`src/rtl/uart_tx_pkg.sv`:
```
// Shared types for the UART transmit frame controller: FSM states, line-mux selects, default width.
// Latency: n/a (types and a pure helper function only).
// Backpressure: n/a.
// Build option UART_TX_TWO_STOP_EN adds the STOP2 state (second stop bit).
package uart_tx_pkg;

    localparam int DEF_DATA_WIDTH = 8;

`ifdef UART_TX_TWO_STOP_EN
    typedef enum logic [2:0] {
        ST_IDLE   = 3'd0,
        ST_START  = 3'd1,
        ST_DATA   = 3'd2,
        ST_PARITY = 3'd3,
        ST_STOP   = 3'd4,
        ST_STOP2  = 3'd5
    } tx_state_t;
`else
    typedef enum logic [2:0] {
        ST_IDLE   = 3'd0,
        ST_START  = 3'd1,
        ST_DATA   = 3'd2,
        ST_PARITY = 3'd3,
        ST_STOP   = 3'd4
    } tx_state_t;
`endif

    // Line mux select; the start/stop encodings double as the bit value driven.
    typedef enum logic [1:0] {
        MUX_START_BIT = 2'd0,
        MUX_STOP_BIT  = 2'd1,
        MUX_DATA      = 2'd2,
        MUX_PARITY    = 2'd3
    } mux_sel_t;

    // Which source the line carries while the FSM sits in a given state.
    // IDLE and every stop state drive the idle/stop level (1).
    function automatic mux_sel_t state_mux_sel(input tx_state_t st);
        case (st)
            ST_START:  return MUX_START_BIT;
            ST_DATA:   return MUX_DATA;
            ST_PARITY: return MUX_PARITY;
            default:   return MUX_STOP_BIT;
        endcase
    endfunction

endpackage

```
`src/rtl/parity_calc.sv`:
```
// Parity of one data word: even = XOR of all bits, odd = XNOR of all bits.
// Latency: purely combinational, zero cycles.
// Backpressure: none; output follows inputs.
// Ports: data (DATA_WIDTH) and par_typ (0 even, 1 odd) in; parity_bit out.
module parity_calc
    import uart_tx_pkg::*;
#(
    parameter int DATA_WIDTH = DEF_DATA_WIDTH
) (
    input  logic [DATA_WIDTH-1:0] data,
    input  logic                  par_typ,
    output logic                  parity_bit
);

    // XNOR-reduce equals XOR-reduce inverted, so odd parity is a single XOR with par_typ.
    assign parity_bit = (^data) ^ par_typ;

endmodule

```
`src/rtl/uart_tx_ctrl.sv`:
```
// UART transmit frame controller: start bit, serializer data, optional parity, stop bit(s) onto TX_OUT.
// Latency: TX_OUT/Busy lag the FSM state by one SER_CLK; 10 cycles/frame (11 with parity, +1 with two stops).
// Backpressure: Data_Valid is accepted only in IDLE or the final stop state; requests at other times are dropped.
// Ports: SER_CLK, SER_RST (async active-low); P_DATA/Data_Valid/PAR_EN/PAR_TYP request; ser_done/ser_data from
//        the serializer; ser_en to the serializer; TX_OUT serial line (idle high); Busy frame in progress.
// Build option UART_TX_TWO_STOP_EN adds a second stop bit and moves the back-to-back accept to STOP2.
module uart_tx_ctrl
    import uart_tx_pkg::*;
#(
    parameter int DATA_WIDTH = DEF_DATA_WIDTH
) (
    input  logic                  SER_CLK,
    input  logic                  SER_RST,
    input  logic [DATA_WIDTH-1:0] P_DATA,
    input  logic                  Data_Valid,
    input  logic                  PAR_EN,
    input  logic                  PAR_TYP,
    input  logic                  ser_done,
    input  logic                  ser_data,
    output logic                  ser_en,
    output logic                  TX_OUT,
    output logic                  Busy
);

    tx_state_t             state;
    logic [DATA_WIDTH-1:0] data_q;
    logic                  par_en_q;
    logic                  par_typ_q;
    logic                  par_bit;
    mux_sel_t              mux_sel;
    logic                  line_bit;

    // Parity always comes from the byte latched at accept, never from live P_DATA.
    parity_calc #(
        .DATA_WIDTH (DATA_WIDTH)
    ) u_parity_calc (
        .data       (data_q),
        .par_typ    (par_typ_q),
        .parity_bit (par_bit)
    );

    // Serializer runs only in START/DATA; low elsewhere lets it reload P_DATA.
    assign ser_en  = (state == ST_START) || (state == ST_DATA);
    assign mux_sel = state_mux_sel(state);

    always_comb begin
        line_bit = 1'b1;
        case (mux_sel)
            MUX_START_BIT: line_bit = 1'b0;
            MUX_STOP_BIT:  line_bit = 1'b1;
            MUX_DATA:      line_bit = ser_data;
            MUX_PARITY:    line_bit = par_bit;
            default:       line_bit = 1'b1;
        endcase
    end

    always_ff @(posedge SER_CLK or negedge SER_RST) begin
        if (!SER_RST) begin
            state     <= ST_IDLE;
            TX_OUT    <= 1'b1;
            Busy      <= 1'b0;
            data_q    <= '0;
            par_en_q  <= 1'b0;
            par_typ_q <= 1'b0;
        end else begin
            // Registered copies of the current state's line value: one-cycle lag behind state.
            TX_OUT <= line_bit;
            Busy   <= (state != ST_IDLE);

            case (state)
                ST_IDLE: begin
                    if (Data_Valid) begin
                        data_q    <= P_DATA;
                        par_en_q  <= PAR_EN;
                        par_typ_q <= PAR_TYP;
                        state     <= ST_START;
                    end
                end
                ST_START: state <= ST_DATA;
                ST_DATA: begin
                    // ser_done marks the cycle carrying the last data bit.
                    if (ser_done) begin
                        state <= par_en_q ? ST_PARITY : ST_STOP;
                    end
                end
                ST_PARITY: state <= ST_STOP;
`ifdef UART_TX_TWO_STOP_EN
                ST_STOP: state <= ST_STOP2;
                ST_STOP2: begin
`else
                ST_STOP: begin
`endif
                    // Last stop bit: a waiting request starts the next frame with no idle gap.
                    if (Data_Valid) begin
                        data_q    <= P_DATA;
                        par_en_q  <= PAR_EN;
                        par_typ_q <= PAR_TYP;
                        state     <= ST_START;
                    end else begin
                        state <= ST_IDLE;
                    end
                end
                default: state <= ST_IDLE;
            endcase
        end
    end

endmodule

```
`config.mk`:
```
export PLATFORM = sky130hd
export DESIGN_NAME = uart_tx_ctrl
export DESIGN_NICKNAME = d
export VERILOG_FILES = /design/src/rtl/uart_tx_pkg.sv /design/src/rtl/parity_calc.sv /design/src/rtl/uart_tx_ctrl.sv
export SDC_FILE = /design/constraint.sdc
export NUM_CORES = 1
export LEC_CHECK = 0
export CAP_MARGIN = 20
export CORE_MARGIN = 2
export CORE_UTILIZATION = 45
export DETAILED_ROUTE_END_ITERATION = 7
export GPL_TIMING_DRIVEN = 0
export PLACE_DENSITY_LB_ADDON = 0.1
export SLEW_MARGIN = 20
export SYNTH_ARGS = -nofsm -noshare
export SYNTH_HDL_FRONTEND = slang
export SYNTH_SLANG_ARGS = --single-unit
```
`constraint.sdc`:
```
create_clock -name SER_CLK -period 1.5 [get_ports SER_CLK]
set_input_delay 0.225 -clock SER_CLK [delete_from_list [all_inputs] [get_ports SER_CLK]]
set_output_delay 0.225 -clock SER_CLK [all_outputs]
set_load 0.05 [all_outputs]
```
==> flow_summary_export.csv, run 1 <==
group,metric,value,unit
critical_path,cp_data_arrival_time,1220,ps
timing,setup_violations,0,
timing,fin_crit_sh,96.0,%
die,initial_core_util,46.6,%
critical_path,reg2reg_to,"data_q[7]",
synthesis,syn_area,686,µm²
global_route,grt_max_degree,16,
cells_and_area,drive_above_1_share,22.1,%
place,place.port_buffers,17,
power_and_ir_drop,p_sw,0.000756,W
drt,drc,0,
timing,clock.fmax,0.694,GHz
clocking,cts_root_buffer,"clkbuf_4",
die,die_y,43.0,µm
cells_and_area,diodes,0,
place,routabilityCongestion,0.709,
synthesis,syn_inst,53,
power_and_ir_drop,seqPwrFrac,36.1,%
clocking,cts.path.max_buffers,2,
place,dpl.hpwl,782,µm
clocking,cts_tree,"built",
place,dp_worst_setup_slack,-262,ps
die,die_w,43.0,µm
global_route,grt_pass1_wl,1.80,mm
critical_path,rrSetupSlack,120,ps
drt,wirelength,1.06,mm
die,io_pins,18,
cells_and_area,nNetsFinal,93,
die,row_count,14,
run_status,status,"finished clean",
power_and_ir_drop,peakVddDrop,1.07,mV
drt,via_count,455,
power_and_ir_drop,pwr-share-comb,52.7,%
global_route,gr-total-overflow,0,
critical_path,reg2reg_depth,4,
cells_and_area,stdcell_count,93,
run,maxCapViolations,0,
drt,routed_via_density,4.89,
synthesis,ys_ff_latch,15,
critical_path,startpoint_type,"flip-flop",
clocking,cts_buffers,3,
synthesis,yosysTopAreaCellShare,51.1,%
power_and_ir_drop,pwr_density_cell,2180,mW/mm²
drt,first_iter_violations,2,
cells_and_area,synthToLayoutAreaGrowth,38.1,%
timing,skew,2.44,ps
drt,dr_wl_met2,524,µm
worst_hold_path,hp-class,"input pin to asynchronous set/reset pin",
timing,drv_slew,0,
drt,dr_wl_met3,68,µm
critical_path,critical_path_class,"flip-flop to primary output",
drt,drt_first_pass_iters,3,
drt,drtAntennaViolNets,0,
drt,wire_per_inst,11.4,µm
synthesis,synth_area_leader_cell,"dfrtp_1",
power_and_ir_drop,switching_share,36.6,%
critical_path,crit_required,1270,ps
power_and_ir_drop,clock_power_share,11.2,%
power_and_ir_drop,p_int,0.00131,W
place,post-place-cells,86,
critical_path,endpoint_kind,"primary output",
synthesis,ys_types,21,
cells_and_area,regArea,378,µm²
timing,finalWorstSetupSlack,59.9,ps
power_and_ir_drop,total_leakage_power,0.412,nW
synthesis,synth_warnings,0,
die,dieArea,0.00185,mm²
timing,hold_viol,0,
synthesis,ys.flop_type,"dfrtp_1",
critical_path,r2r-start,"state[1]",
clocking,htree_num_levels,1,
synthesis,synth_edf_count,0,
global_route,grt_usage,13.5,%
synthesis,synth_fp_nets,68,
synthesis,ys_async_sr_fraction,100,%
clocking,cts.sinks,15,
die,core-area,0.00147,mm²
timing,fin_crit,1440,ps
synthesis,yosysSeqAreaShare,54.9,%
global_route,antenna_found_initial,0,
clocking,cts_hold_buf,0,
critical_path,crit_fanout,7,
synthesis,synth.avg_cell_area,12.9,µm²
clocking,clock_latency,280,ps
drt,top_layer,"met3",
cells_and_area,nFillCells,127,
timing,slew_headroom,56.0,%
global_route,grt_pass1_vias,447,
timing,worst_pin_slew,657,ps
cells_and_area,multi_input_area,294,µm²
drt,met1_length,469,µm
synthesis,netlist_top_cells_area,"dfrtp_1 (51%), mux2_1 (15%), xnor2_1 (5.1%)",
clocking,path_clk_slew,90,ps
[cells by family after synthesis]
family / synth area share [%]
multiplexers: 16.2
flip-flops: 54.9
XOR/XNOR: 10.9
buffers and inverters: 3.65
AND/OR/NAND/NOR: 10.2
AO/OA/AOI/OAI: 4.01
[synth_stat cells, drive strengths merged, types with 2 or more instances]
library cell	instances
nor2	3
mux2	9
xnor2	4
dfrtp	14
a21oi	3
nor3b	2
buf	3
xor2	2
nand4b	2
inv	2
[through the flow]
step / power, W / hold WS [ps] / TNS [ps] / cell area [µm²] / utilization [%]
final: 0.00207 / 337 / 0 / 947 / 64.4
after floorplan: 0.00152 / -70.6 / 0 / 686 / -
after global placement: 0.00174 / 488 / -833 / 876 / 59.5
after detailed placement: 0.00176 / 496 / -934 / 876 / 59.5
after global routing: 0.00223 / 380 / -5.64 / 947 / 64.4
after CTS: 0.00198 / 348 / 0 / 901 / 61.2
[what timing repair did]
| item | CTS | global route |
|---|---|---|
| setup endpoints to repair | 3 | 7 |
| gates resized for setup | 10 | 7 |
| pin swaps | 0 | 1 |
| setup buffers | 0 | 4 |
[per-layer routing]
metal,up-vias,GRT usage [%]
met1,213,16.3
met2,11,21.8
met4,0,9.09
li1,231,-
met3,0,2.55
met5,-,0
[placed cells by master (no fill, tap or decap), drive strengths merged]
master         count
inv                2
nand3              1
nand2              1
dlygate4sd2        1
mux2               9
nand2b             1
clkdlybuf4s15      1
nor2               3
nand4b             2
nor3b              2
clkinv             1
clkbuf             3
dfstp              1
o211ai             1
a21oi              3
mux2i              1
buf                7
xnor2              4
xor2               2
or3                1
clkdlybuf4s50     14
dfrtp             14
o21ai              1
xnor3              1
[flip-flops by register name (all words and copies together), names as in the netlist]
register   count
TX_OUT         1
par_en_q       1
state          3
data_q         8
Busy           1
par_typ_q      1
[how the worst max path moves through the flow]
| stage | start | slack, ps | to |
|---|---|---|---|
| floorplan | state[1] | 3 | ser_en |
| global placement | state[1] | -240 | ser_en |
| detailed placement | state[0] | -260 | ser_en |
| CTS | state[1] | 0.002 | ser_en |
| global route | state[1] | -6 | ser_en |
| finish | state[1] | 60 | ser_en |
[layout make-up]
type / instances / area share (%)
buffer: 2 / 1.98
clock buffer: 3 / 2.38
clock inverter: 1 / 0.528
inverter: 2 / 0.793
multi-input combinational: 33 / 31.0
sequential: 15 / 39.9
tap: 16 / 2.11
timing repair buffer: 21 / 21.3
[worst max-delay path: stages, from the launching register on]
cell,delay [ps]
dfrtp_1,390
buf_6,140
xnor2_2,130
nor2_2,120
buf_6,160
[power groups by stage]
stage | Sequential, W | Combinational [W] | Clock [W]
6_report | 0.000746 | 0.00109 | 0.000231
5_1_grt | 0.000781 | 0.00119 | 0.000255
4_1_cts | 0.000718 | 0.00102 | 0.000248
3_5_place_dp | 0.000728 | 0.00104 | 0
3_3_place_gp | 0.000719 | 0.00102 | 0
2_1_floorplan | 0.000798 | 0.000723 | 0
No activity file was read; power rests on OpenSTA's default activity.
==> inputs of run 2 (changes only) <==
- SKIP_LAST_GASP: default -> 1
==> results of run 2 <==
Final layout, timing and power as in run 1 (identical DEF).
Among the figures that moved: number of gates resized after CTS 10 -> 9
==> inputs of run 3 (changes only) <==
- CORE_UTILIZATION: 45 -> 49
- SLEW_MARGIN: 20 -> default
- clock period: 1.5 -> 1.85 ns (I/O delays scaled with it)
==> run 3 against run 2 <==
- register-to-register slack improved by 280 ps
- wire length increased by 8.5%
- largest cell class unchanged
- sequential share of layout area up 2.1 points
- combinational power shrank 25%
- clock-buffer cell count did not move
- cell area is 5.4% lower
- utilization up 4.5 points
- hold slack gained 54 ps
- die area decreased by 7.4%
- critical path type unchanged
==> flow_summary_export.csv, run 3 (synthesis gave the netlist of run 1 again) <==
group,metric,value,unit
run_status,status,"finished clean",
cells_and_area,layout_commonest_cell,"clkdlybuf4s50_1",
drt,first_iter_violations,4,
die,core-area,0.00130,mm²
drt,wire_per_inst,12.9,µm
timing,setup_violations,0,
clocking,cts_buffers,3,
power_and_ir_drop,p_int,0.000978,W
global_route,grt_pass1_vias,492,
die,initial_core_util,52.7,%
run,maxCapViolations,0,
critical_path,slowest_stage,"clkdlybuf4s50_1",
place,place.port_buffers,17,
power_and_ir_drop,clock_power_share,11.7,%
cells_and_area,layout_common_cells,"clkdlybuf4s50_1 (15), dfrtp_1 (14), mux2_1 (9), xnor2_1 (4)",
cells_and_area,diodes,0,
critical_path,path_cells,"clkdlybuf4s50_1",
timing,skew,4.10,ps
clocking,cts_root_buffer,"clkbuf_4",
timing,fin_crit,1680,ps
global_route,grt_pass1_wl,2.11,mm
critical_path,cp_data_arrival_time,1400,ps
drt,routed_via_density,5.26,
clocking,cts_hold_buf,0,
critical_path,critical_path_class,"flip-flop to primary output",
timing,fin_crit_sh,90.8,%
drt,drc,0,
clocking,cts_tree,"built",
die,die_y,41.4,µm
clocking,clock_latency,280,ps
clocking,postCtsSetupRepairBufs,0,
place,dpl.hpwl,869,µm
die,row_count,13,
critical_path,startpoint_type,"flip-flop",
power_and_ir_drop,switching_share,38.3,%
power_and_ir_drop,p_sw,0.000608,W
critical_path,crit_buf_inv,1,
drt,drt_first_pass_iters,2,
critical_path,cpLargestDelayFamily,"buffers and inverters",
power_and_ir_drop,pwr-share-comb,51.4,%
timing,setup_tns,0,ps
cells_and_area,synthToLayoutAreaGrowth,30.7,%
critical_path,slowest_delay,790,ps
drt,via_count,468,
power_and_ir_drop,pwr_density_cell,1770,mW/mm²
timing,clock.fmax,0.596,GHz
global_route,grt_max_degree,16,
critical_path,crit_required,1570,ps
place,post-place-cells,85,
timing,drv_slew,0,
drt,drtAntennaViolNets,0,
cells_and_area,postLayoutCoreUtil,68.8,%
power_and_ir_drop,total_leakage_power,0.389,nW
cells_and_area,drive_above_1_share,13.5,%
cells_and_area,stdcell_count,89,
clocking,cts.sinks,15,
die,io_pins,18,
timing,slew_headroom,56.0,%
global_route,grt_usage,16.3,%
cells_and_area,nNetsFinal,90,
clocking,cts.path.max_buffers,2,
place,routabilityCongestion,0.726,
place,dpl-instance-area,875,µm²
cells_and_area,largest_reg_flops,8,
drt,wirelength,1.15,mm
power_and_ir_drop,peakVddDrop,0.816,mV
timing,hold_viol,0,
clocking,htree_num_levels,1,
timing,rsz0062_at_grt,"false",
cells_and_area,regMostFlops,"data_q",
die,die_w,41.4,µm
timing,worst_pin_slew,659,ps
clocking,path_clk_slew,90,ps
worst_hold_path,hp-class,"input pin to asynchronous set/reset pin",
critical_path,endpoint_kind,"primary output",
global_route,gr-total-overflow,0,
power_and_ir_drop,seqPwrFrac,37.0,%
die,dieArea,0.00171,mm²
global_route,antenna_found_initial,0,
cells_and_area,reg_top3,"data_q (8), state (3)",
critical_path,crit_fanout,1,
cells_and_area,final_area,896,µm²
## run 3: power groups by stage
| stage | clock [W] | combinational [W] | sequential, W |
|---|---|---|---|
| floorplan | 0 | 0.000586 | 0.000647 |
| finish | 0.000185 | 0.000815 | 0.000586 |
| global placement | 0 | 0.000824 | 0.000583 |
| detailed placement | 0 | 0.000851 | 0.000593 |
| global route | 0.000206 | 0.000886 | 0.000608 |
| CTS | 0.000192 | 0.000831 | 0.000585 |
## run 3: path summary, 6_finish.rpt
| kind | start | to | slack (ps) | cells after the start |
|---|---|---|---|---|
| max | Busy | Busy | 170 | 1 |
| min | SER_RST | par_typ_q | 390 | 1 |
| max reg2reg | state[0] | data_q[7] | 400 | 4 |
| min reg2reg | data_q[6] | data_q[6] | 520 | 1 |
| max in group asynchronous | SER_RST | par_en_q | 1040 | 1 |
| min in group SER_CLK | data_q[6] | data_q[6] | 520 | 1 |
## run 3: per-stage QoR
stage | hold slack (ps) | worst slack, ps | power, W
floorplan | -18.1 | 300 | 0.00123
detailed placement | 496 | 32.4 | 0.00144
finish | 390 | 171 | 0.00159
CTS | 411 | -1.81 | 0.00161
global route | 431 | 127 | 0.00170
global placement | 488 | 54.2 | 0.00141
## run 3: repair_timing
action	CTS	global route
endpoints found under the setup margin	2	1
hold endpoints to repair	0	0
gates resized for setup	2	2
## run 3: cell type report
class | count | area (µm²)
well taps | 15 | 18.8
plain buffers | 3 | 17.5
clock inverters | 1 | 5.00
clock buffers | 3 | 22.5
flip-flops and latches | 15 | 377
inverters | 2 | 7.51
repair buffers | 17 | 164
fillers | 108 | 405
multi-input cells | 33 | 284
## run 3: per-layer routing
metal | vias to the layer above | GRT usage [%] | part of all wire (%)
met2 | 10 | 28.1 | 53
met4 | 0 | 9.68 | 0.95
met5 | - | 0 | 0
met3 | 2 | 3.48 | 4.4
met1 | 232 | 18.3 | 42
li1 | 224 | - | -
